## config.mk

```make
export PLATFORM = sky130hd
export DESIGN_NAME = ws2812_strip_driver
export DESIGN_NICKNAME = d
export VERILOG_FILES = /design/src/rtl/ws2812_pkg.sv /design/src/rtl/ws2812_bit_timer.sv /design/src/rtl/ws2812_strip_driver.sv
export SDC_FILE = /design/constraint.sdc
export NUM_CORES = 1
export LEC_CHECK = 0
export CORE_MARGIN = 1
export CORE_UTILIZATION = 30
export DETAILED_ROUTE_END_ITERATION = 16
export PLACE_DENSITY = 0.5
export SYNTH_ARGS = -nofsm -noshare
export SYNTH_HDL_FRONTEND = slang
export SYNTH_SLANG_ARGS = --single-unit
```

## constraint.sdc

```tcl
create_clock -name Clk -period 7.3 [get_ports Clk]
set_clock_uncertainty 0.05 [all_clocks]
set_input_delay 2.19 -clock Clk [delete_from_list [all_inputs] [get_ports Clk]]
set_output_delay 2.19 -clock Clk [all_outputs]
set_load 0.02 [all_outputs]
```

## src/rtl/ws2812_pkg.sv

```systemverilog
// Shared state encoding and time-to-cycle conversion for the WS2812 strip driver.
package ws2812_pkg;

  typedef enum logic [2:0] {IDLE, FETCH, HIGH, LOW, LATCH} state_t;

  localparam longint NS_DIV = 64'd1_000_000_000;
  localparam longint US_DIV = 64'd1_000_000;

  // Truncating conversion; never returns less than one cycle.
  function automatic int to_cycles(input longint t, input longint f_clk, input longint div);
    longint c;
    c = t * f_clk / div;
    return (c < 64'sd1) ? 1 : int'(c);
  endfunction

endpackage

```

## src/rtl/ws2812_bit_timer.sv

```systemverilog
// Generates one WS2812 bit: high then low phase, lengths picked by the live bit value.
module ws2812_bit_timer #(
  parameter int T0H = 4,
  parameter int T0L = 9,
  parameter int T1H = 8,
  parameter int T1L = 7
) (
  input  logic clk,
  input  logic rst_n,
  input  logic bit_val,
  input  logic go,
  output logic line,
  output logic high_done,
  output logic bit_done
);

  logic        active, hi;
  logic [31:0] cnt, lim;
  logic        end_ph;

  // bit_val must stay stable for the whole bit; the parent holds it in its shift register
  assign lim = hi ? (bit_val ? 32'(T1H) : 32'(T0H))
                  : (bit_val ? 32'(T1L) : 32'(T0L));
  assign end_ph    = active && (cnt == lim - 32'd1);
  assign high_done = end_ph && hi;
  assign bit_done  = end_ph && !hi;
  assign line      = active && hi;

  always_ff @(posedge clk or negedge rst_n) begin
    if (!rst_n) begin
      active <= 1'b0;
      hi     <= 1'b0;
      cnt    <= '0;
    end else if (go) begin
      active <= 1'b1;
      hi     <= 1'b1;
      cnt    <= '0;
    end else if (end_ph) begin
      active <= hi;
      hi     <= 1'b0;
      cnt    <= '0;
    end else if (active) begin
      cnt <= cnt + 32'd1;
    end
  end

endmodule

```

## src/rtl/ws2812_strip_driver.sv

```systemverilog
// WS2812 frame sequencer: pixel fetch, one-entry holding register, latch timing.
// Optional WS2812_UNDERRUN_EN adds a sticky Underrun output.
module ws2812_strip_driver
  import ws2812_pkg::*;
#(
  parameter int F_CLK     = 12_000_000,
  parameter int BITWIDTH  = 24,
  parameter int NUM_LEDS  = 8,
  parameter int T0H_NS    = 350,
  parameter int T0L_NS    = 800,
  parameter int T1H_NS    = 700,
  parameter int T1L_NS    = 600,
  parameter int TRESET_US = 60
) (
  input  logic                Clk,
  input  logic                Reset_N,
  input  logic                Start,
  input  logic [BITWIDTH-1:0] Pixel_Data,
  input  logic                Pixel_Valid,
  output logic                Pixel_Ready,
  output logic                Busy,
  output logic                Frame_Done,
  output logic                WS2812OUT
`ifdef WS2812_UNDERRUN_EN
  , output logic              Underrun
`endif
);

  localparam int T0H = to_cycles(longint'(T0H_NS), longint'(F_CLK), NS_DIV);
  localparam int T0L = to_cycles(longint'(T0L_NS), longint'(F_CLK), NS_DIV);
  localparam int T1H = to_cycles(longint'(T1H_NS), longint'(F_CLK), NS_DIV);
  localparam int T1L = to_cycles(longint'(T1L_NS), longint'(F_CLK), NS_DIV);
  localparam int TRS = to_cycles(longint'(TRESET_US), longint'(F_CLK), US_DIV);
  localparam int PW  = $clog2(NUM_LEDS + 1);
  localparam int BIW = $clog2(BITWIDTH);

  state_t              state, nxt;
  logic [BITWIDTH-1:0] sh, hold, src;
  logic                hold_v;
  logic [PW-1:0]       pix_cnt;
  logic [BIW-1:0]      bit_idx;
  logic [31:0]         lat_cnt;
  logic                line, high_done, bit_done, go;
  logic                xfer, last_bit, last_pix, load_first, load_next, lat_end;

  assign xfer       = Pixel_Valid && Pixel_Ready;
  assign last_bit   = bit_done && (bit_idx == BIW'(BITWIDTH - 1));
  assign last_pix   = (pix_cnt == PW'(NUM_LEDS));
  assign lat_end    = (state == LATCH) && (lat_cnt == 32'(TRS - 1));
  assign load_first = (state == FETCH) && xfer;
  assign load_next  = last_bit && !last_pix;
  assign go         = load_first || load_next || (bit_done && !last_bit);
  // Same-cycle transfer bypasses the empty holding register; otherwise a zero pixel fills the slot
  assign src        = hold_v ? hold : (xfer ? Pixel_Data : '0);

  ws2812_bit_timer #(.T0H(T0H), .T0L(T0L), .T1H(T1H), .T1L(T1L)) u_bit (
    .clk       (Clk),
    .rst_n     (Reset_N),
    .bit_val   (sh[BITWIDTH-1]),
    .go        (go),
    .line      (line),
    .high_done (high_done),
    .bit_done  (bit_done)
  );

  always_ff @(posedge Clk or negedge Reset_N) begin
    if (!Reset_N) state <= IDLE;
    else          state <= nxt;
  end

  always_comb begin
    nxt = state;
    case (state)
      IDLE:    if (Start)     nxt = FETCH;
      FETCH:   if (xfer)      nxt = HIGH;
      HIGH:    if (high_done) nxt = LOW;
      LOW:     if (bit_done)  nxt = (last_bit && last_pix) ? LATCH : HIGH;
      LATCH:   if (lat_end)   nxt = IDLE;
      default:                nxt = IDLE;
    endcase
  end

  always_comb begin
    Busy        = (state != IDLE);
    Pixel_Ready = Busy && !hold_v && (pix_cnt < PW'(NUM_LEDS));
    Frame_Done  = lat_end;
    WS2812OUT   = line && (state == HIGH);
  end

  always_ff @(posedge Clk or negedge Reset_N) begin
    if (!Reset_N) begin
      sh      <= '0;
      hold    <= '0;
      hold_v  <= 1'b0;
      pix_cnt <= '0;
      bit_idx <= '0;
      lat_cnt <= '0;
    end else begin
      lat_cnt <= (state == LATCH) ? lat_cnt + 32'd1 : 32'd0;
      if (state == IDLE) begin
        pix_cnt <= '0;
        hold_v  <= 1'b0;
      end
      if (load_first) begin
        sh      <= Pixel_Data;
        pix_cnt <= PW'(1);
        bit_idx <= '0;
      end else if (load_next) begin
        sh      <= src;
        pix_cnt <= pix_cnt + PW'(1);
        bit_idx <= '0;
        hold_v  <= 1'b0;
      end else begin
        if (bit_done) begin
          sh      <= {sh[BITWIDTH-2:0], 1'b0};
          bit_idx <= bit_idx + BIW'(1);
        end
        if (xfer) begin
          hold   <= Pixel_Data;
          hold_v <= 1'b1;
        end
      end
    end
  end

`ifdef WS2812_UNDERRUN_EN
  always_ff @(posedge Clk or negedge Reset_N) begin
    if (!Reset_N)                     Underrun <= 1'b0;
    else if (state == IDLE && Start)  Underrun <= 1'b0;
    else if (load_next && !hold_v && !xfer) Underrun <= 1'b1;
  end
`endif

endmodule

```

==> results of run 1 <==
-- kinds of logic after synthesis --
kind of cell | Yosys count | synth area share
and+or+nand+nor | 263 | 0.197
DFF | 127 | 0.470
buffers and inverters | 83 | 0.0513
AOI/OAI and AO/OA | 82 | 0.113
xor gates and xnor gates | 59 | 0.0765
muxes | 50 | 0.0785
adders and majority gates | 7 | 0.0130
-- final cells by class --
class                   instances  area [sq um]
multi-input cells             461          3250
repair buffers                 38           360
clock buffers                  18           439
well taps                     280           350
clock inverters                14           156
flip-flops and latches        127          3180
inverters                      44           165
fillers                      2189         14100
-- through the flow --
step	hold WS [ns]	total power, mW	instances	util	setup WS, ns
6_report	0.435	2.47	982	0.360	2.53
3_3_place_gp	0.422	1.61	950	0.333	2.23
4_1_cts	0.433	2.51	982	0.360	2.44
2_1_floorplan	0.398	1.48	671	-	3.47
3_5_place_dp	0.425	1.64	950	0.333	2.21
5_1_grt	0.463	2.64	982	0.360	2.28
-- report_power, final --
part | internal (mW) | switching [mW]
logic | 0.307 | 0.281
registers | 0.875 | 0.155
clock network | 0.517 | 0.334
total | 1.70 | 0.770
-- layout by cell type, fill, tap and decap left out, types with 3 or more instances in the layout --
master and count:
inv_1 42, nand2_1 48, o221ai_2 20, nand3_1 24, xor2_1 13, clkinvlp_4 4, o31ai_1 3, xnor2_1 46
mux2i_1 26, nand4_1 14, nor4_1 29, and3_1 7, o21ai_1 4, dfrtp_1 127, inv_6 5, nor2_1 79
o211ai_1 4, a21oi_1 11, ha_1 7, or3_1 9, o221ai_1 3, and4_1 10, a22o_1 23, or4_1 7
mux2_1 24, nor3_1 19, clkbuf_16 17, clkdlybuf4s50_1 30, buf_4 8
-- path summary, 6_finish.rpt --
path / to / cells after the start
min in group asynchronous: lat_cnt[27] / 1
max in group asynchronous: u_bit.cnt[16] / 2
hold / removal: lat_cnt[0] / 1
setup reg to reg: sh[22] / 7
setup / recovery: Frame_Done / 5
hold reg to reg: lat_cnt[0] / 1
-- registers in the layout, indices dropped and copies added (netlist names) --
name          flops
bit_idx           5
hold             24
hold_v            1
lat_cnt          32
pix_cnt           4
sh               24
state             3
u_bit.active      1
u_bit.cnt        32
u_bit.hi          1
-- metal layers --
| metal | part of all wire | global-route usage | vias up |
|---|---|---|---|
| met1 | 0.49 | 0.176 | 2446 |
| met5 | 0 | 0 | - |
| met4 | 0.011 | 0.0481 | 0 |
| met3 | 0.025 | 0.0331 | 8 |
| li1 | - | - | 2431 |
| met2 | 0.48 | 0.214 | 68 |
-- worst max-delay path: stages (launching register included) --
cell and delay [ns]:
dfrtp_1 0.48, nor2_1 0.17, nand2_1 0.06, buf_4 0.25, nor4_1 0.47, clkdlybuf4s50_1 0.69
-- cell usage after synthesis (3+ instances only) --
master | instances | area (sq um)
dfrtp_1 | 127 | 3180
nor2_1 | 79 | 297
nand2_1 | 48 | 180
xnor2_1 | 46 | 403
inv_1 | 42 | 158
nor4_1 | 31 | 194
mux2i_1 | 26 | 260
mux2_1 | 24 | 270
nand3_1 | 24 | 120
a22o_1 | 23 | 201
clkbuf_1 | 23 | 86.3
o221ai_2 | 20 | 300
nor3_1 | 19 | 95.1
nand4_1 | 14 | 87.6
buf_2 | 13 | 65.1
xor2_1 | 13 | 114
a21oi_1 | 11 | 55.1
and4_1 | 10 | 87.6
or3_1 | 9 | 56.3
and3_1 | 7 | 43.8
ha_1 | 7 | 87.6
or4_1 | 7 | 52.6
o21ai_1 | 5 | 25.0
o211ai_1 | 4 | 30.0
o221ai_1 | 3 | 26.3
o31ai_1 | 3 | 22.5
==> results.md, run 1 <==
- Along the worst path, the maximum fanout reaches 33.
- A synthesized cell averages between 10 and 15 sq um.
- The violation count after the first detailed-route iteration is ~260.
- The root buffer cell is clkbuf_16.
- The summed area of non-filler cells in the final layout is 7900 sq um.
- Setup repair after global routing left no endpoint under its margin.
- The detailed-router iteration count before antenna repair is 10.
- The actual slew at the worst max-slew pin is 1.18 ns.
- The detail-routed via count per cell is 5.04.
- No sink is reached through more buffers than the 2 on the longest clock path.
- The worst min-delay path class is register to register.
- The final number of setup-violating endpoints is 0.
- The setup check on the worst reg-to-reg path leaves a slack of 3.46 ns.
- The analysis attributes to cell leakage a power of 3.09 nW.
- The number of top-level pins is 32.
- TritonCTS built the clock tree.
- The number of port buffers is 31.
- The worst setup path is captured at an output port.
- Based on the critical path, the design can be clocked at up to roughly 0.21 GHz.
- The power density over the cells is between 300 and 400 nW/um^2.
- The clock tree synthesis step divided the H-tree into 4 levels.
- The primary flip-flop cell chosen by synthesis mapping is dfrtp_1.
- Gates resized during post-CTS repair numbered 0.
- The count of vias placed by the detailed router is 4953.
- The number of slew-limit violations in the final report is 0.
- The initial antenna violation count was 0.
- In this run the cell area of the synthesized design comes to 6760 sq um.
- In the global route stage, overall resource usage came out at 0.134.
- Measured along the y axis, the die boundary spans 152 um.
- The first global-routing pass estimated 25200 um of wire.
- In this run the worst setup path begins at state[1].
- The total wire length is 14200 um.
- The checks that failed: design-rule violations.
- The count of endpoints failing hold in the final timing report is 0.
- The latest clock arrival within the worst-skew pair is 0.41 ns.
- For this configuration, the core starts out at a cell density of 0.308.
- The final RePlAce weighted congestion is 0.710.
- The floorplan step defined a die boundary enclosing 23100 sq um.
- The number of max-cap violations is 0.
- After detailed routing, the number of remaining DRC violations is 2.
- The sequential-to-total area share from yosys stat is 0.470.
- The total CTS buffers is 17.
- The beginning of the worst register-to-register path is u_bit.hi.
- For this run, the number of Yosys warnings is 0.
- In this run, distinct cell masters in the synthesized netlist total 49.
- Global routing finished with a remaining overflow of 0.
- By startpoint and endpoint, the worst setup path is classified as register to output port.
- The aggregate negative setup slack is 0 ns.
- Headroom to the max-slew limit came out at 0.214.
- The width of the die is 152 um.
- STA puts the critical path data arrival time at 2.53 ns.
- The proportion of register bits with asynchronous set or reset after synthesis is 1.00.
- Detailed placement finished with a half-perimeter wire length of roughly 9200 um.
- The flow ran to the end, but the final reports show violations.
- The count of nets left with antenna violations once routing finished came out at 0.
- The number of global-route vias before repair came to 5070.
- The worst hold path begins at lat_cnt[0].
- Entering global routing, the biggest net connects 75 pins.
- The kind of launch point of the worst setup path is a register.
- The number of antenna diodes is 0.
- In this run, synthesis inferred 0 flip-flops with an integrated enable.
- The smallest clock period supported by the final layout is computed as between 4 and 5 ns.
- Clock-pin slew was measured on the worst setup and hold paths at 0.06 ns.
- The signed area change from the synthesized netlist to the final layout is 16.9%.
- The average wire length per cell after detail routing is 14.5 um.
- The site row count is 54.
- The maximum ir drop on the vdd rail is ~0.17 mV.
- The floorplan step defined a core boundary enclosing roughly 22000 sq um.
- The number of nets in the final layout is 724.
- The standard cell area after detailed placement is ~7300 sq um.
- The quantity of hold-fixing buffers added after cts is 0.
- The required time of the critical path is 5.06 ns.
- The register bit total from synthesis is 127.
- The buffer count from post-CTS setup fixing is 0.
- The clock drives roughly 130 sinks.
- The gate count after technology mapping is 671.
- Synthesis produced a netlist with a net count of 706.
- Of the cells placed in the final design, the portion with a size suffix greater than 1 is 0.0926.
- Dividing the final minimum period by the clock period gives 0.654.
Power figures use the tool's default switching activity.
==> run 2, diff against run 1 <==
clock period = 4.9 ns   (was 7.3 ns; I/O delays follow)
==> results.md, run 2 (synthesis gave the netlist of run 1 again) <==
- The placeable core area came to 22000 sq um (unchanged).
- Largest registers ranked by flip-flop count: lat_cnt (32), u_bit.cnt (32) (unchanged).
- The pre-CTS worst setup slack is 0.924 ns (was 2.21 ns).
- The capturing point of the worst reg2reg path is sh[19] (was sh[22]).
- The largest net degree at the start of global routing was 85 (was 75).
- The aggregate negative setup slack is 0 ns (unchanged).
- Violations in the final reports: design-rule violations (unchanged).
- The area of the die is 23100 sq um (unchanged).
- The site row count was 54 (unchanged).
- Setup repair after global routing missed its margin: no (unchanged).
- The standard cell area after detailed placement came to 7330 sq um (was 7300 sq um).
- The required time of the critical path is 3.38 ns (was 5.06 ns).
- The number of buffers on the longest clock path is 2 (unchanged).
- The final number of setup-violating endpoints is 0 (unchanged).
- The quantity of hold-fixing buffers added after cts is 0 (unchanged).
- The antenna violation net count after detailed routing is 0 (unchanged).
- The setup slack of the most critical reg-to-reg path came to 1.68 ns (was 3.46 ns).
- The number of fillers in the final layout is 2187 (was 2189).
- The endpoint kind of the worst setup timing path is an output port (unchanged).
- The global-route track usage on met1 is 0.173 (was 0.176).
- The average wire length per cell after detail routing is 15.0 um (was 14.5 um).
- The share of the core filled with cells in the final layout is 0.361 (was 0.360).
- The number of global-route vias before repair is 5141 (was 5070).
- The detailed-router iteration count before antenna repair was 10 (unchanged).
- The count of endpoints failing hold in the final timing report is 0 (unchanged).
- The die boundary height is 152 um (unchanged).
- The internal power component is 2.59 mW (was 1.70 mW).
- The total wire length is 14800 um (was 14200 um).
- The commonest non-fill, non-tap cell in the layout is dfrtp_1 (unchanged).
- The global-route wire length before repair is 25700 um (was 25200 um).
- The worst setup margin came to 0.722 ns (was 2.53 ns).
- Result of the run: complete, but fails checks (unchanged).
- The end of the worst hold path was lat_cnt[0] (unchanged).
- The number of antenna diodes is 0 (unchanged).
- The switching power as a share of total power is 0.306 (was 0.312).
- The busiest layer in global routing is met2 (unchanged).
- The leakage power was 3.11 nW (was 3.09 nW).
- The maximum ir drop on the vdd rail is 0.292 mV (was 0.174 mV).
- The total CTS buffers is 17 (unchanged).
- The summed area of non-filler cells in the final layout was 7930 sq um (was 7900 sq um).
- The number of cell instances on the worst register-to-register path is 6 (was 7).
- The fraction of layout cells with a size suffix above 1 was 0.0938 (was 0.0926).
- The number of instances on the worst hold path was 1 (unchanged).
- The worst min-delay path class is register to register (unchanged).
- The number of max-cap violations is 0 (unchanged).
- The register clock-pin slew on the reported worst setup and hold paths came to 0.06 ns (about the same).
- The post-route clock period utilization is 0.853.
- The number of port buffers is 31 (unchanged).
- The final RePlAce weighted congestion was 0.762 (was 0.710).
- The power density over the cells came to 469 nW/um^2 (was 313 nW/um^2).
- The count of vias placed by the detailed router is 4996 (was 4953).
- The post-DP HPWL is 9440 um (was 9220 um).
- The overall global routing resource usage is 0.137 (was 0.134).
- The number of nets in the final layout is 726 (was 724).
- The total grt overflow was 0 (unchanged).
- The signed area change from the synthesized netlist to the final layout was 17.4% (was 16.9%).
- The initial core utilization came to 0.308 (unchanged).
- The worst min-delay path startpoint is lat_cnt[0] (unchanged).
- The critical path start-end classification was register to output port (unchanged).
- The root buffer cell is clkbuf_16 (unchanged).
- Static timing analysis puts the maximum clock frequency at 0.239 GHz.
- The switching power is 1.14 mW (was 0.770 mW).
- The CTS tree is yes (unchanged).
- The worst-path maximum fanout is 4 (was 33).
- The combinational power share came to 0.243 (was 0.238).
- The met3 capacity usage during global routing is 0.0265 (was 0.0331).
- The met2 track utilization from global routing was 0.230 (was 0.214).
- The clock sink count was 127 (unchanged).
- The initial antenna violation count is 0 (unchanged).
- The kind of launch point of the worst setup path is a register (unchanged).
- The smallest clock period supported by the final layout is computed as between 4 and 5 ns.
- The number of top-level pins came to 32 (unchanged).
- The number of H-tree branching levels was 4 (unchanged).
- The share of power burned in registers was 0.406 (was 0.417).
- The data arrival time of the critical path is 2.66 ns (was 2.53 ns).
- The actual slew at the worst max-slew pin was 1.21 ns (was 1.18 ns).
- The buffer count from post-CTS setup fixing is 0 (unchanged).
- The tightest slew margin relative to the limit is 0.192 (was 0.214).
- The width of the die was 152 um (unchanged).
- The worst hold-check slack is 0.435 ns (about the same).
- The beginning of the worst register-to-register path is u_bit.cnt[5] (was u_bit.hi).
- The violation count after the first detailed-route iteration is 269 (was 257).
- The residual DRC count is 2 (unchanged).
- The latest clock arrival within the worst-skew pair is 0.42 ns (was 0.41 ns).
- The number of slew-limit violations in the final report is 0 (unchanged).
- The detail-routed via count per cell is 5.08 (was 5.04).
- The number of gates resized after CTS came to 0 (unchanged).
- The relative contribution of the clock network to total power is 0.351 (was 0.345).
- The beginning of the critical path is lat_cnt[0] (was state[1]).
- Highest-count cells in the layout ignoring fill and taps: dfrtp_1 (127), nor2_1 (79), nand2_1 (48), xnor2_1 (46), inv_1 (42) (unchanged).
run 2: cell count changes in the layout (fill, tap and decap cells not counted), sizes merged:
cell,delta
inv,-2
clkinvlp,-2
bufinv,+1
clkbuf,+1
buf,+2
clkinv,+2
run 2: routing by layer:
metal | share of wire | vias to the layer above | wire (um)
li1 | - | 2431 | -
met1 | 0.47 | 2462 | 6910
met2 | 0.49 | 87 | 7190
met3 | 0.033 | 16 | 485
met4 | 0.014 | 0 | 204
met5 | 0 | - | 0
run 2: critical path: stages (launching register included):
cell and delay (ns):
dfrtp_1 0.38, ha_1 0.21, and3_1 0.24, nand4_1 0.13
nor4_1 0.55, clkdlybuf4s50_1 0.72
run 2: area by class of cell:
| cell class | count | area [sq um] | area share |
|---|---|---|---|
| Sequential cell | 127 | 3180 | 0.401 |
| Clock buffer | 19 | 443 | 0.0558 |
| Clock inverter | 13 | 160 | 0.0202 |
| Tap cell | 280 | 350 | 0.0442 |
| Inverter | 44 | 165 | 0.0208 |
| Timing Repair Buffer | 40 | 388 | 0.0489 |
| Multi-Input combinational cell | 461 | 3250 | 0.410 |
run 2: per-stage QoR:
stage	instances	power, mW
detailed placement	952	2.45
finish	984	3.72
global placement	952	2.42
floorplan	671	2.21
global route	984	3.96
CTS	984	3.78
run 2: power by group through the flow:
stage | clock network [mW] | logic [mW] | registers [mW]
global placement | 0 | 0.895 | 1.52
CTS | 1.34 | 0.924 | 1.51
floorplan | 0 | 0.763 | 1.45
finish | 1.31 | 0.907 | 1.51
detailed placement | 0 | 0.919 | 1.53
global route | 1.38 | 1.02 | 1.55
run 2: worst max path at each step:
stage / cells after the start / slack [ns] / end
detailed placement: 4 / 0.92 / hold[18]
global placement: 4 / 0.97 / hold[5]
CTS: 5 / 0.77 / Frame_Done
finish: 5 / 0.72 / Frame_Done
floorplan: 4 / 1.79 / Frame_Done
global route: 4 / 0.64 / Frame_Done
==> run 3, diff against run 2 <==
CORE_UTILIZATION = 40   (was 30)
PLACE_DENSITY = 0.54   (was 0.5)
RECOVER_POWER = 25   (was not set)
==> results.md, run 3 (synthesis gave the netlist of run 1 again) <==
- The buffer count from post-CTS setup fixing is 0 (unchanged).
- The total wire length is 14400 um (was 14800 um).
- The clock sink count is 127 (unchanged).
- The tightest slew margin relative to the limit is -0.577 (was 0.192).
- The number of cell instances on the worst register-to-register path was 9 (was 6).
- The violation count after the first detailed-route iteration came to 319 (was 269).
- The kind of cell adding the most delay to the critical path is buffers and inverters (was simple AND/OR/NAND/NOR gates).
- The number of global-route vias before repair is 5099 (was 5141).
- The worst hold-check slack is 0.427 ns (was 0.435 ns).
- The placeable core area is 16500 sq um (was 22000 sq um).
- The number of slew-limit violations in the final report is 41 (was 0).
- The site row count is 47 (was 54).
- The width of the die came to 132 um (was 152 um).
- The endpoint kind of the worst setup timing path is an output port (unchanged).
- The share of the core filled with cells in the final layout is 0.480 (was 0.361).
- Violations in the final reports: max-capacitance violations, max-slew violations (was design-rule violations).
- Setup repair after global routing missed its margin: no (unchanged).
- The residual DRC count is 0 (was 2).
- The actual slew at the worst max-slew pin is 2.37 ns (was 1.21 ns).
- The critical path's largest stage delay is 0.67 ns (was 0.72 ns).
- The detail-routed via count per cell is 5.40 (was 5.08).
- The number of buffers on the longest clock path is 2 (unchanged).
- The largest net degree at the start of global routing is 88 (was 85).
- The end of the worst hold path is lat_cnt[0] (unchanged).
- The critical path's slowest cell is clkdlybuf4s50_1 (unchanged).
- The number of fillers in the final layout is 1491 (was 2187).
- CP Cell Sequence: nor2_1, nand2_1, buf_4, nor4_1, clkdlybuf4s50_1 (was ha_1, and3_1, nand4_1, nor4_1, clkdlybuf4s50_1).
- The worst min-delay path class is register to register (unchanged).
- The total CTS buffers is 17 (unchanged).
- The number of instances on the worst hold path is 1 (unchanged).
- Result of the run: complete, but fails checks (unchanged).
- The CTS tree is yes (unchanged).
- The global-route wire length before repair came to 25200 um (was 25700 um).
- The number of nets in the final layout is 726 (unchanged).
- The worst min-delay path startpoint is lat_cnt[0] (unchanged).
- The initial antenna violation count is 0 (unchanged).
- The number of port buffers is 31 (unchanged).
- The aggregate negative setup slack is 0 ns (unchanged).
- The multi-input combinational cell area is 3250 sq um (unchanged).
- The kind of launch point of the worst setup path is a register (unchanged).
- The total grt overflow was 0 (unchanged).
- The capturing point of the worst reg2reg path is sh[8] (was sh[19]).
- The number of H-tree branching levels is 4 (unchanged).
- The number of antenna diodes is 0 (unchanged).
- The signed area change from the synthesized netlist to the final layout is 17.3% (was 17.4%).
- The total chip power is 3.88 mW (was 3.72 mW).
- The required time of the critical path is 3.38 ns (about the same).
- The detailed-router iteration count before antenna repair is 4 (was 10).
- The busiest layer in global routing was met2 (unchanged).
- The area of the die was 17400 sq um (was 23100 sq um).
- Highest-count cells in the layout ignoring fill and taps: dfrtp_1 (127), nor2_1 (79), nand2_1 (48), xnor2_1 (46), inv_1 (42) (unchanged).
- The number of buffer and inverter stages on the critical path is 2 (was 1).
- The maximum ir drop on the vdd rail is 0.405 mV (was 0.292 mV).
- The count of endpoints failing hold in the final timing report was 0 (unchanged).
- The overall global routing resource usage is 0.182 (was 0.137).
- The critical path start-end classification is register to output port (unchanged).
- The maximum achievable frequency is 0.254 GHz (was 0.239 GHz).
- The worst setup margin was 0.957 ns (was 0.722 ns).
- The commonest non-fill, non-tap cell in the layout was dfrtp_1 (unchanged).
- The antenna violation net count after detailed routing is 0 (unchanged).
- The global-route track usage on met1 is 0.233 (was 0.173).
- The initial core utilization is 0.409 (was 0.308).
- The shortest period the worst path allows is 3.94 ns (was 4.18 ns).
- The data arrival time of the critical path is 2.42 ns (was 2.66 ns).
- The post-DP HPWL is 9190 um (was 9440 um).
- The power density over the cells was 489 nW/um^2 (was 469 nW/um^2).
- The fraction of layout cells with a size suffix above 1 is 0.0938 (unchanged).
- The pre-CTS worst setup slack is 0.968 ns (was 0.924 ns).
- Largest registers ranked by flip-flop count: lat_cnt (32), u_bit.cnt (32) (unchanged).
- The final RePlAce weighted congestion is 0.753 (was 0.762).
- The number of max-cap violations is 1 (was 0).
- The area occupied by registers is 3180 sq um (unchanged).
- The root buffer cell is clkbuf_16 (unchanged).
- The register clock-pin slew on the reported worst setup and hold paths is 0.06 ns (about the same).
- The quantity of hold-fixing buffers added after cts came to 0 (unchanged).
- The met2 track utilization from global routing is 0.297 (was 0.230).
- The number of gates resized after CTS is 0 (unchanged).
- The count of vias placed by the detailed router is 4990 (was 4996).
- The final number of setup-violating endpoints is 0 (unchanged).
- The post-route clock period utilization is 0.805 (was 0.853).
- The average wire length per cell after detail routing came to 15.6 um (was 15.0 um).
- The setup slack of the most critical reg-to-reg path is 1.33 ns (was 1.68 ns).
- The worst-path maximum fanout was 33 (was 4).
- The met3 capacity usage during global routing came to 0.0396 (was 0.0265).
- The die boundary height is 132 um (was 152 um).
- The leakage power is 3.15 nW (was 3.11 nW).
- The beginning of the worst register-to-register path was u_bit.hi (was u_bit.cnt[5]).
- The latest clock arrival within the worst-skew pair is 0.42 ns (about the same).
- The number of top-level pins came to 32 (unchanged).
==> run 3: cell types whose count changed in the layout (fill, tap and decap cells not counted) <==
| cell | change |
|---|---|
| buf_4 | -1 |
| clkinvlp_4 | -1 |
| bufinv_16 | +3 |
| inv_6 | -2 |
| clkinv_2 | -1 |
| clkinv_4 | +2 |
==> run 3: report_power, final <==
| group | switching [mW] | leakage [nW] | internal, mW |
|---|---|---|---|
| logic | 0.450 | 1.16 | 0.468 |
| clock network | 0.476 | 0.330 | 0.968 |
| registers | 0.211 | 1.65 | 1.30 |
==> run 3: worst max path at each step <==
stage	startpoint	depth (start not counted)	slack (ns)	to
6_report	state[1]	5	0.96	Frame_Done
5_1_grt	state[1]	5	0.80	Frame_Done
4_1_cts	state[1]	5	0.90	Frame_Done
3_5_place_dp	Pixel_Valid	4	0.97	hold[8]
3_3_place_gp	Pixel_Valid	4	1.0	hold[19]
2_1_floorplan	lat_cnt[0]	4	1.79	Frame_Done
==> run 3: area by class of cell <==
class | instances | share of cell area
timing repair buffer | 40 | 0.0484
clock buffer | 18 | 0.0554
tap | 220 | 0.0347
sequential | 127 | 0.401
clock inverter | 14 | 0.0300
multi-input combinational | 461 | 0.410
inverter | 44 | 0.0208
==> run 3: per-stage QoR <==
stage               cells  instance area (sq um)
finish                924                   7930
global route          924                   7930
CTS                   924                   7930
detailed placement    892                   7260
global placement      892                   7260
floorplan             671                   6760
==> run 3: metal layers <==
metal | vias up | share of wire
met2 | 82 | 0.49
met4 | 0 | 0.019
met5 | - | 0
met3 | 21 | 0.031
li1 | 2443 | -
met1 | 2444 | 0.46
==> run 3: worst reg2reg max path, stage by stage, from the launching register on <==
cell      delay (ns)
dfrtp_1         0.32
buf_4           0.23
inv_1           0.09
ha_1            0.31
a21oi_1         0.14
o211ai_1        0.14
or4_1           0.84
o21ai_2         0.83
buf_4           0.36
o221ai_2        0.11
